[config.mk]
export PLATFORM = sky130hd
export DESIGN_NAME = branch_target_buffer
export DESIGN_NICKNAME = d
export VERILOG_FILES = /design/src/rtl/branch_target_buffer.sv
export SDC_FILE = /design/constraint.sdc
export NUM_CORES = 1
export LEC_CHECK = 0
export ABC_AREA = 1
export CAP_MARGIN = 40
export CORE_MARGIN = 5
export CORE_UTILIZATION = 51
export DETAILED_ROUTE_END_ITERATION = 7
export PLACE_DENSITY = 0.72
export REMOVE_ABC_BUFFERS = 1
export SKIP_LAST_GASP = 1
export SLEW_MARGIN = 20
export SYNTH_ARGS = -nofsm -noshare
export SYNTH_HDL_FRONTEND = slang
export SYNTH_SLANG_ARGS = --single-unit
export TNS_END_PERCENT = 1
[constraint.sdc]
create_clock -name clk -period 5.15 [get_ports clk]
set_clock_uncertainty 0.2 [all_clocks]
set_input_delay 1.03 -clock clk [delete_from_list [all_inputs] [get_ports clk]]
set_output_delay 1.03 -clock clk [all_outputs]
set_load 0.01 [all_outputs]
[src/rtl/branch_target_buffer.sv]
// rtl/branch_target_buffer.sv - fully-associative branch target buffer with FIFO replacement
module branch_target_buffer #(
    parameter int ENTRIES = 4
) (
    input  logic        clk,
    input  logic        rst,
    input  logic [31:0] pc_IF,
    input  logic [31:0] pc_EXE,
    input  logic [31:0] target_EXE,
    input  logic [6:0]  opcode_EXE,
    input  logic        jump_sel,
    input  logic        Istall,
    input  logic        Dstall,
    input  logic        wfi_stall,
    output logic        btb_hit,
    output logic [31:0] btb_target
);

    localparam int IDX_W = (ENTRIES > 1) ? $clog2(ENTRIES) : 1;
    localparam logic [6:0] OPC_BRANCH = 7'b1100011;

    logic [ENTRIES-1:0] valid;
    logic [29:0]        tags    [ENTRIES];
    logic [29:0]        targets [ENTRIES];
    logic [IDX_W-1:0]   rp;

    logic               stall;
    logic               update_en;
    logic               upd_hit;
    logic [IDX_W-1:0]   upd_idx;
    logic [IDX_W-1:0]   wr_idx;

    // Word-alignment bits carry no information for the BTB.
    logic unused_low_bits;
    assign unused_low_bits = ^{pc_IF[1:0], pc_EXE[1:0], target_EXE[1:0]};

    assign stall     = Istall | Dstall | wfi_stall;
    assign update_en = !stall && jump_sel && (opcode_EXE == OPC_BRANCH);

    // Fetch lookup: reads only stored state, so writes appear one cycle later.
    always_comb begin
        btb_hit    = 1'b0;
        btb_target = 32'h0;
        for (int i = 0; i < ENTRIES; i++) begin
            if (valid[i] && tags[i] == pc_IF[31:2]) begin
                btb_hit    = 1'b1;
                btb_target = {targets[i], 2'b00};
            end
        end
    end

    // Find an existing entry for the EXE branch so a re-update never duplicates a tag.
    always_comb begin
        upd_hit = 1'b0;
        upd_idx = '0;
        for (int i = 0; i < ENTRIES; i++) begin
            if (valid[i] && tags[i] == pc_EXE[31:2]) begin
                upd_hit = 1'b1;
                upd_idx = IDX_W'(i);
            end
        end
        wr_idx = upd_hit ? upd_idx : rp;
    end

    // Valid bits and FIFO pointer; reset dominates stall and update.
    always_ff @(posedge clk) begin
        if (rst) begin
            valid <= '0;
            rp    <= '0;
        end else if (update_en && !upd_hit) begin
            valid[rp] <= 1'b1;
            rp        <= (rp == IDX_W'(ENTRIES - 1)) ? '0 : rp + 1'b1;
        end
    end

    // Tag/target payload; left unreset since valid gates every use.
    always_ff @(posedge clk) begin
        if (!rst && update_en) begin
            tags[wr_idx]    <= pc_EXE[31:2];
            targets[wr_idx] <= target_EXE[31:2];
        end
    end

endmodule
Word-level counts from Yosys, hierarchy flattened --
Memory sizes are Yosys's and may differ from the RTL's. Index checks and enable logic that the tools add are counted.
Storage, ports and cells: register bits after elaboration 6, memory bits (writable) 240, bits of input ports 109, output and inout bits 33, word-level logic and storage cells 57, memories kept 2
Cells by class: add/sub/neg operators 1, order comparisons 2, equality and inequality tests 10, mux-type cells 21, bitwise logic cells 3, reductions and logical operators 16
Memories:
- tags | depth 4, width 30, read ports 4, clocked after Yosys merged registers in 0, wr ports 1, RTL line 23 | logic [29:0] tags [ENTRIES];
- targets | depth 4, width 30, read ports 4, clocked after Yosys merged registers in 0, wr ports 1, RTL line 24 | logic [29:0] targets [ENTRIES];
Operator list (count):
- 30-bit equality test | 8
- 32-bit two-way mux | 4
- 1-bit logical AND | 13
- 1-bit two-way mux | 12
- 2-bit two-way mux | 4
- 7-bit equality test, second input constant | 1
- 4-bit bitwise OR | 1
- 1-bit zero test | 3
- 2-bit by 3-bit < comparator with 1-bit output, second input constant | 1
- 2-bit by 1-bit adder with 2-bit output, second input constant | 1
- 1-bit demux with 2-bit select | 1
- 2-bit equality test, second input constant | 1
- 2-bit by 1-bit >= comparator with 1-bit output, second input constant | 1
- 1-bit bitwise OR | 2

Logic depth before layout (Yosys ltp) --
An unclocked memory read counts as a cell.
depth after elaboration 9, gate-level depth with buffers 14, mapped depth without buffers 14

Least setup slack after synthesis --
No wires, ideal clock.
path type input-to-reg, from in pc_EXE[21], to mem tags[1][0], enable pin, setup time 478 ps, arrival 4423 ps, required time 4472 ps, slack 49 ps, stages 13, buffers on the path 0, cell sequence inv_2 > nand2_1 > o21ai_0 > inv_1 > nand3_1 > nor2_1 > nand2_1 > nor2_1 > nor2_2 > nand3_1 > nand2_1 > nand2_1 > nor2_1
Between the ends: word-level cells in the longest chain between the ends 7, elaborated cells between the ends (all ways) 16, those cells by class 4 x eq/ne; 8 x mux; 4 x reduce/logical
RTL lines:
- start, declared | RTL line 8 | input logic [31:0] pc_EXE,
- 30-bit equality test | RTL line 57 | if (valid[i] && tags[i] == pc_EXE[31:2]) begin
- 1-bit logical AND | RTL line 57
- 1-bit two-way mux (4 in series) | RTL line 57
- 2-bit two-way mux (*) | RTL line 62 | wr_idx = upd_hit ? upd_idx : rp;
- end, declared | RTL line 23
Mark *: on every way between the ends. The rest lies on a longest branch, timed or not.

Worst setup path in the final report --
from in pc_IF[24], to out btb_target[11]
Between the ends: word-level cells in the longest chain between the ends 6, elaborated cells between the ends (all ways) 12, those cells by class 4 x eq/ne; 4 x mux; 4 x reduce/logical
RTL lines:
- start, declared | RTL line 7 | input logic [31:0] pc_IF,
- 30-bit equality test | RTL line 45 | if (valid[i] && tags[i] == pc_IF[31:2]) begin
- 1-bit logical AND | RTL line 45
- 32-bit two-way mux (3 in series) | RTL line 45
- 32-bit two-way mux (*) | RTL line 45
- end, declared | RTL line 16 | output logic [31:0] btb_target
Marked as above.

==> results.py <==
metrics = {
    "power": {
        "power_density_nw_per_um2": 287,
        "power_leakage_nw": 6.24,
        "vdd_drop_max_v": 0.000277,
    },
    "logic_synthesis": {
        "synth_adder_area_share_pct": 0.401,
        "synth_compound_area_share_pct": 8.37,
        "synthXorXnorAreaFrac_pct": 4.77,
        "ys_seq_area_share_pct": 58.6,
        "async_flop_share_pct": 0,
        "yosys-mux-area-fraction_pct": 0,
        "synth_seq_cells": 246,
        "synth_top_area_share_pct": 57.7,
        "synth_top_family_by_area": "simple AND/OR/NAND/NOR gates",
        "yosys.cell_count.top_type": "nand2_1",
        "ys.flop_type": "edfxtp_1",
        "yosysWarnings": 0,
        "yosysTopAreaCell": "edfxtp_1",
        "synth-simple-area-share_pct": 20.6,
        "syn_inst": 1383,
        "synth_edf_count": 240,
        "ys_types": 28,
        "avgSynthCellArea_um2": 9.04,
        "syn-cell-area_um2": 12500,
        "synthTopCellsByArea": "edfxtp_1 (58%), nand2_1 (12%), nor2_1 (5.1%)",
        "synthTopCellsByCount": "nand2_1 (394), edfxtp_1 (240), nor2_1 (171), inv_1 (169), a21oi_1 (97)",
    },
    "floorplan": {
        "die_h_um": 167,
        "fp.dieW_um": 167,
        "fp.coreArea_um2": 24200,
        "rows": 57,
        "pin_count": 142,
        "dieArea_um2": 27700,
        "start_util_pct": 51.5,
    },
    "sta": {
        "setup_ws_ns": 0.0834,
        "tns_ns": 0,
        "fmax_mhz": 197,
        "fin_crit_ns": 5.07,
        "rsz0062_at_grt": "true",
        "finalCritPeriodShare_pct": 98.4,
        "setup_viol": 0,
        "slew_headroom_pct": 59.0,
        "final-max-slew-violation-count": 0,
        "tightest_slew_ns": 0.611,
        "hold_viol_final": 0,
    },
    "clock_tree": {
        "worst_skew_pair.late_latency_ns": 0.56,
        "cts_buffer_depth": 3,
        "cts_buffers": 27,
        "htreeDepth": 1,
        "cts_tree": "done",
        "cts_sinks": 246,
        "ctsRootBufferMaster": "clkbuf_16",
        "clk_pin_slew_worst_paths_ns": 0.06,
    },
    "global_route": {
        "track_usage_pct": 29.3,
        "grt_pass1_wl_um": 61700,
        "grt_max_degree": 61,
        "antenna_found_initial": 1,
        "grt_overflow_total": 0,
        "grt_pass1_vias": 10044,
    },
    "placement": {
        "port_buffers": 133,
        "dp.cells": 1853,
        "place_area_um2": 14500,
        "pre_cts_ws_ns": -0.00695,
        "gp_congestion": 1.00,
        "dp.final_hpwl_um": 30200,
    },
    "worst_setup_path": {
        "slowest_stage": "clkdlybuf4s50_1",
        "crit_type": "input port to output pin",
        "crit_chain": "clkdlybuf4s50_1, xor2_1, a21oi_1, nand2_1, nor2_1, nand2_1, nor2_2, inv_2, buf_4, nand2_1, nand2_1, a21oi_1, clkdlybuf4s50_1",
        "critical-path-top-delay-family": "buffers and inverters",
        "critPathCaptureType": "output pin",
        "cp_num_buf_inv": 4,
        "worst-path-max-fanout": 12,
        "crit_required_ns": 3.92,
        "startpoint_type": "input port",
        "max_stage_delay_ns": 0.58,
        "critPathArrivalTime_ns": 3.84,
        "path_common_cell": "nand2_1",
    },
    "route": {
        "wl_um": 41700,
        "highest_layer": "met5",
        "wl_per_cell_um": 22.0,
        "dr.pass1.iters": 6,
        "wl_met3_um": 3980,
        "wl_met2_um": 18800,
        "drt_iter0_drc": 1259,
        "dr_total_vias": 10384,
        "ant_nets": 0,
        "wl_met1_um": 17400,
        "drc": 0,
        "via_per_inst": 5.46,
    },
    "outcome": {
        "status": "completed",
    },
    "final_layout": {
        "antenna_cells": 0,
        "final_cells": 1902,
        "drive_above_1_share_pct": 7.73,
        "area_growth_pct": 23.4,
        "final_core_util_pct": 63.6,
        "fin_nets": 1671,
        "stdcell_area_um2": 15400,
    },
    "worst_hold_path": {
        "holdCritPathClass": "flip-flop to flip-flop",
    },
    "run": {
        "cap_viol_max_count": 0,
    },
}
worst min-delay path: stages, from the launching register on:
cell and delay, ns:
dfxtp_1 0.34, inv_1 0.07, a21oi_1 0.05
kinds of logic after synthesis:
family | count (synthesis)
other | 1
XOR/XNOR | 68
adder cells (fa/ha/maj) | 4
buffers and inverters | 222
AO/OA/AOI/OAI | 199
flip-flops | 246
AND/OR/NAND/NOR | 643
sequential cells by signal (all words and copies together), names as in the netlist:
| register | cells |
|---|---|
| tags | 120 |
| targets | 120 |
| valid | 4 |
| rp | 2 |
stage by stage:
step	power [mW]	hold slack, ns
floorplan	2.34	0.230
global placement	2.54	0.301
detailed placement	2.54	0.303
CTS	4.43	0.313
global route	4.54	0.348
finish	4.42	0.306
layout make-up:
| cell class | instances | area [um2] |
|---|---|---|
| fillers | 2094 | 8830 |
| clock buffers | 29 | 683 |
| flip-flops and latches | 246 | 7330 |
| well taps | 324 | 405 |
| repair buffers | 173 | 1790 |
| multi-input cells | 916 | 4310 |
| clock inverters | 20 | 183 |
| inverters | 194 | 728 |
cells in the final DEF (no fill, tap or decap), types with 3 or more instances in the layout:
master	synthesis	layout
nor2_1	171	166
xor2_1	30	30
nand3_1	52	52
nand4_1	9	9
inv_1	169	169
nor2_4	3	8
clkinv_2	0	7
ha_1	4	4
buf_12	0	12
nor3_2	3	3
clkdlybuf4s50_1	0	130
clkinv_1	0	8
o22ai_1	37	37
o21ai_0	49	49
a21oi_1	97	96
bufinv_16	0	3
o21ai_1	15	15
nand2_1	394	394
or2_0	3	3
clkbuf_16	0	27
dfxtp_1	6	6
edfxtp_1	240	240
nor2_2	5	5
xnor2_1	38	38
buf_4	2	28
inv_2	25	25
power by group:
| group | internal, mW | switching [mW] | leakage [nW] |
|---|---|---|---|
| sequential | 2.19 | 0.0000729 | 2.20 |
| combinational | 0.128 | 0.184 | 3.61 |
| clock | 1.11 | 0.808 | 0.427 |
worst paths after layout:
| kind | from | to | slack [ns] | depth (start not counted) |
|---|---|---|---|---|
| hold / removal | valid[1] | valid[1] | 0.31 | 2 |
| setup / recovery | pc_IF[24] | btb_target[11] | 0.08 | 13 |
| setup reg to reg | tags[0][21] | targets[3][20] | 1.91 | 13 |
| hold reg to reg | valid[1] | valid[1] | 0.31 | 2 |
repair_timing:
item,in CTS,in global routing
cloned,0,0
hold buffers,0,0
buffers inserted,0,0
gates resized for setup,1,4
setup endpoints to repair,1,27
layer usage:
layer / GRT usage (%) / vias up
met5: 0 / -
met3: 6.04 / 84
met4: 9.64 / 2
met1: 40.8 / 4851
met2: 46.4 / 551
li1: - / 4896
No activity file was read; power rests on OpenSTA's default activity.
